$ cat config.mk
export PLATFORM = sky130hd
export DESIGN_NAME = char_cmd_ctrl
export DESIGN_NICKNAME = d
export VERILOG_FILES = /design/src/rtl/vga_text_pkg.sv /design/src/rtl/char_cmd_ctrl.sv
export SDC_FILE = /design/constraint.sdc
export NUM_CORES = 1
export LEC_CHECK = 0
export ABC_AREA = 1
export BUFFER_PORTS_ARGS = -buffer_cell sky130_fd_sc_hd__clkbuf_2
export CAP_MARGIN = 20
export CORE_MARGIN = 2
export CORE_UTILIZATION = 35
export DETAILED_ROUTE_END_ITERATION = 6
export GPL_TIMING_DRIVEN = 0
export SYNTH_ARGS = -nofsm -noshare
export SYNTH_HDL_FRONTEND = slang
export SYNTH_SLANG_ARGS = --single-unit
$ cat constraint.sdc
create_clock -name clk_i -period 2.06 [get_ports clk_i]
set_input_delay 0.412 -clock clk_i [delete_from_list [all_inputs] [get_ports clk_i]]
set_output_delay 0.412 -clock clk_i [all_outputs]
set_load 0.01 [all_outputs]
$ cat src/rtl/vga_text_pkg.sv
// Shared text-mode geometry, command sequencer state encoding and clear opcode.
package vga_text_pkg;

  localparam int COLS   = 80;
  localparam int ROWS   = 30;
  localparam int ADDR_W = 12;

  localparam logic [7:0] CLEAR_OP = 8'hFF;

  typedef enum logic [2:0] {
    S_COL   = 3'd0,
    S_ROW   = 3'd1,
    S_CHAR  = 3'd2,
    S_WRITE = 3'd3,
    S_CLEAR = 3'd4
  } state_t;

endpackage

$ cat src/rtl/char_cmd_ctrl.sv
// Assembles (col, row, char) UART bytes into one character-buffer write with a ready/valid stall.
// Optional screen clear (column byte 0xFF) enabled by defining CHAR_CMD_CLEAR_EN.
module char_cmd_ctrl #(
  parameter int COLS        = vga_text_pkg::COLS,
  parameter int ROWS        = vga_text_pkg::ROWS,
  parameter int ADDR_W      = vga_text_pkg::ADDR_W,
  parameter int TIMEOUT_CYC = 4340
) (
  input  logic              clk_i,
  input  logic              rst_i,
  input  logic [7:0]        rx_data_i,
  input  logic              rx_valid_i,
  output logic              wr_en_o,
  output logic [ADDR_W-1:0] wr_addr_o,
  output logic [7:0]        wr_data_o,
  input  logic              wr_ready_i,
  output logic              err_o,
  output logic              busy_o
);

  import vga_text_pkg::*;

  localparam int              TW       = $clog2(TIMEOUT_CYC + 1);
  localparam logic [TW-1:0]   TMO_LAST = TW'(TIMEOUT_CYC);
  localparam logic [7:0]      COL_LIM  = 8'(COLS);
  localparam logic [7:0]      ROW_LIM  = 8'(ROWS);
`ifdef CHAR_CMD_CLEAR_EN
  localparam logic [ADDR_W-1:0] LAST_ADDR = ADDR_W'(COLS * ROWS - 1);
`endif

  state_t        state;
  logic [7:0]    col_q;
  logic [7:0]    row_q;
  logic [7:0]    pend_q;
  logic          pend_vld;
  logic [TW-1:0] tmo_cnt;
  logic          wr_done;

  // Constant multiply by COLS as a sum of shifted row copies.
  function automatic logic [ADDR_W-1:0] cell_addr(input logic [7:0] row, input logic [7:0] col);
    logic [ADDR_W-1:0] acc;
    acc = ADDR_W'(col);
    for (int i = 0; i < 32; i++) begin
      if (COLS[i]) acc = acc + (ADDR_W'(row) << i);
    end
    return acc;
  endfunction

  // Last handshake of the current write burst (single write, or final clear cell).
  always_comb begin
`ifdef CHAR_CMD_CLEAR_EN
    wr_done = wr_en_o && wr_ready_i && ((state == S_WRITE) || (wr_addr_o == LAST_ADDR));
`else
    wr_done = wr_en_o && wr_ready_i;
`endif
  end

  assign busy_o = (state != S_COL) || pend_vld;

  always_ff @(posedge clk_i) begin
    if (rst_i) begin
      state     <= S_COL;
      wr_en_o   <= 1'b0;
      wr_addr_o <= '0;
      wr_data_o <= '0;
      err_o     <= 1'b0;
      col_q     <= '0;
      row_q     <= '0;
      pend_q    <= '0;
      pend_vld  <= 1'b0;
      tmo_cnt   <= '0;
    end else begin
      err_o <= 1'b0;
      if (rx_valid_i)
        tmo_cnt <= '0;
      else if (((state == S_ROW) || (state == S_CHAR)) && (tmo_cnt != TMO_LAST))
        tmo_cnt <= tmo_cnt + 1'b1;

      case (state)
        S_COL: begin
          if (rx_valid_i) begin
            col_q <= rx_data_i;
            state <= S_ROW;
          end
        end

        S_ROW: begin
          if (rx_valid_i) begin
            row_q <= rx_data_i;
            state <= S_CHAR;
          end else if (tmo_cnt == TMO_LAST) begin
            err_o   <= 1'b1;
            tmo_cnt <= '0;
            state   <= S_COL;
          end
        end

        S_CHAR: begin
          if (rx_valid_i) begin
`ifdef CHAR_CMD_CLEAR_EN
            if (col_q == CLEAR_OP) begin
              wr_en_o   <= 1'b1;
              wr_addr_o <= '0;
              wr_data_o <= rx_data_i;
              state     <= S_CLEAR;
            end else
`endif
            if ((col_q >= COL_LIM) || (row_q >= ROW_LIM)) begin
              err_o <= 1'b1;
              state <= S_COL;
            end else begin
              wr_en_o   <= 1'b1;
              wr_addr_o <= cell_addr(row_q, col_q);
              wr_data_o <= rx_data_i;
              state     <= S_WRITE;
            end
          end else if (tmo_cnt == TMO_LAST) begin
            err_o   <= 1'b1;
            tmo_cnt <= '0;
            state   <= S_COL;
          end
        end

        S_WRITE, S_CLEAR: begin
          if (rx_valid_i && pend_vld) err_o <= 1'b1;
          if (wr_done) begin
            // Held or coincident byte becomes the next column immediately.
            wr_en_o <= 1'b0;
            if (pend_vld) begin
              col_q    <= pend_q;
              pend_vld <= 1'b0;
              state    <= S_ROW;
            end else if (rx_valid_i) begin
              col_q <= rx_data_i;
              state <= S_ROW;
            end else begin
              state <= S_COL;
            end
          end else begin
`ifdef CHAR_CMD_CLEAR_EN
            if (wr_en_o && wr_ready_i) wr_addr_o <= wr_addr_o + 1'b1;
`endif
            if (rx_valid_i && !pend_vld) begin
              pend_q   <= rx_data_i;
              pend_vld <= 1'b1;
            end
          end
        end

        default: state <= S_COL;
      endcase
    end
  end

endmodule

==> impl_metrics.ini <==
[outcome]
violations = negative setup slack
status = finished, violations left

[cts]
htreeDepth = 3
cts_inserted_buffers = 9
clockBufferDepth = 2
cts.sinks = 63
cts_tree = done
clk_pin_slew_ns = 0.08
clock_latency_ns = 0.35
clockRootBuffer = clkbuf_8
hold_buffers = 0

[grt]
track_usage_pct = 16.4
grt_pass1_wl_um = 13000
antenna_found_initial = 0
grt_pass1_vias = 2801
grt_max_degree = 13
overflow = 0

[synthesis]
ys_seq_area_share_pct = 38.4
synth-edff-count = 0
synth_ff_type = dfxtp_1
synth_top_area_share_pct = 38.4
synth_area_leaders = dfxtp_1 38%, nand2_1 14%, a21oi_1 7.5%
synth_area_sq_um = 3280
synth_commonest_cells = 123 x nand2_1, 63 x dfxtp_1, 49 x a21oi_1, 39 x nor2_1, 38 x inv_1
synth_cells = 446
synth_fp_nets = 471
synth_top_area_cell = dfxtp_1
async_flop_share_pct = 0
ys_ff_latch = 63
synth_most_common_cell = nand2_1
yosysUniqueCellTypes = 35
synth_area_per_cell_sq_um = 7.36
yosys_warnings = 0

[placement]
place.gp.congestion = 0.795
place.port_buffers = 33
post_dp_cell_area_sq_um = 3630
place_ws_ns = -0.258
dpl.hpwl_um = 5690
place_inst = 590

[setup_path]
crit_type = register to register
critPathRequiredTime_ns = 2.29
crit_arrival_ns = 2.46
start_kind = register
endpoint_kind = register
cp_max_fo = 2

[power]
leakage_nw = 1.58
p_total_mw = 2.85
pwr_density_cell_nw_per_um2 = 738
vdd_ir_drop_max_mv = 0.525

[timing]
rsz0062_at_grt = yes
post-route-period-util_pct = 108
fmax_mhz = 449
setup_violations = 3
whs_ns = 0.324
layout_setup_ws_ns = -0.166
slew_violations = 0
tns_ns = -0.354
skew_ns = 0.0108
finalHoldViolCount = 0
period_minus_slack_ns = 2.23
relSlewSlack_pct = 65.7
worstMarginPinSlew_ns = 0.514

[floorplanning]
core_sq_um = 9150
start_util_pct = 35.9
die_h_um = 101
rows = 35
io_pins = 35
die_area_sq_um = 10200
die_w_um = 101

[routing]
vias = 2970
wl_per_cell_um = 12.8
viasPerCell = 4.87
routed_wl_um = 7820
drt.antenna.violating_nets = 0
drt_iter0_drc = 86
post-route-drc-count = 0
drt-pass1-iter-count = 4

[layout]
drive_above_1_share_pct = 20.4
utilization_pct = 42.2
syn_to_final_growth_pct = 17.8
nets = 519
final_cells = 610
design_area_sq_um = 3870
insertedDiodeCount = 0

[run]
cap_viol_max_count = 0

[worst_hold_path]
hp-class = primary input to register
## worst paths after layout
kind / from / end / slack (ns) / depth (start not counted)
setup reg to reg: col_q[4] / wr_addr_o[10] / -0.17 / 11
hold / removal: rst_i / state[2] / 0.32 / 2
setup / recovery: col_q[4] / wr_addr_o[10] / -0.17 / 11
hold reg to reg: wr_addr_o[3] / wr_addr_o[3] / 0.46 / 2
## layer usage
metal | up-vias | track usage, % | share of wire [%] | routed length [um]
li1 | 1540 | - | - | -
met1 | 1372 | 19.6 | 46 | 3590
met2 | 47 | 28.7 | 49 | 3830
met3 | 11 | 3.95 | 3.6 | 285
met4 | 0 | 5.69 | 1.5 | 114
met5 | - | 0 | 0 | 0
## what timing repair did
action | 4_1_cts | 5_1_grt
resized for setup | 10 | 1
buffers inserted | 4 | 0
pin swaps | 3 | 7
endpoints found under the setup margin | 5 | 4
## layout make-up
type	count	area, sq um
plain buffers	16	114
clock buffers	10	138
clock inverters	6	43.8
fillers	961	5290
inverters	43	166
multi-input cells	324	1800
flip-flops and latches	63	1270
well taps	111	139
repair buffers	37	195
## placed cells by master, fill, tap and decap left out, types with 10 or more instances in the layout
cell and instances:
nand2_1 123, dfxtp_1 58, a21oi_1 48, nor2_1 39, inv_1 34, clkbuf_2 33, o21ai_0 28, xor2_1 14
nand3_1 11, clkbuf_8 10
## worst max-delay path, stage by stage, from the launching register on
cell and delay, ns:
dfxtp_4 0.37, ha_4 0.13, inv_2 0.03, fa_2 0.37, xnor2_2 0.17, ha_2 0.20, inv_2 0.04, fa_2 0.35
o21ai_1 0.14, a21oi_1 0.09, xor2_1 0.15, a21oi_1 0.08
## cells by family (layout without fill, tap and decap cells)
kind of cell    after synthesis  in the layout  synth area share, %
xor+xnor                     18             18                 4.80
mux                           8              8                 2.44
fa+ha+maj                    13             13                 5.41
buf+inv                      59            112                 8.54
compound gates               87             87                 13.7
simple gates                198            198                 26.7
flops                        63             63                 38.4
## where the power goes
| part | switching [mW] | leakage, nW | total [mW] | internal (mW) |
|---|---|---|---|---|
| Combinational | 0.309 | 0.976 | 0.506 | 0.196 |
| Clock | 0.534 | 0.0930 | 1.01 | 0.475 |
| Sequential | 0.0583 | 0.514 | 1.34 | 1.28 |
## state kept, by name, summed over array words and instances (netlist names)
signal and cells:
pend_vld 1, wr_en_o 1, wr_addr_o 12, tmo_cnt 13
col_q 8, wr_data_o 8, pend_q 8, err_o 1
state 3, row_q 8
Note: power is estimated with default switching activity, not from simulation.
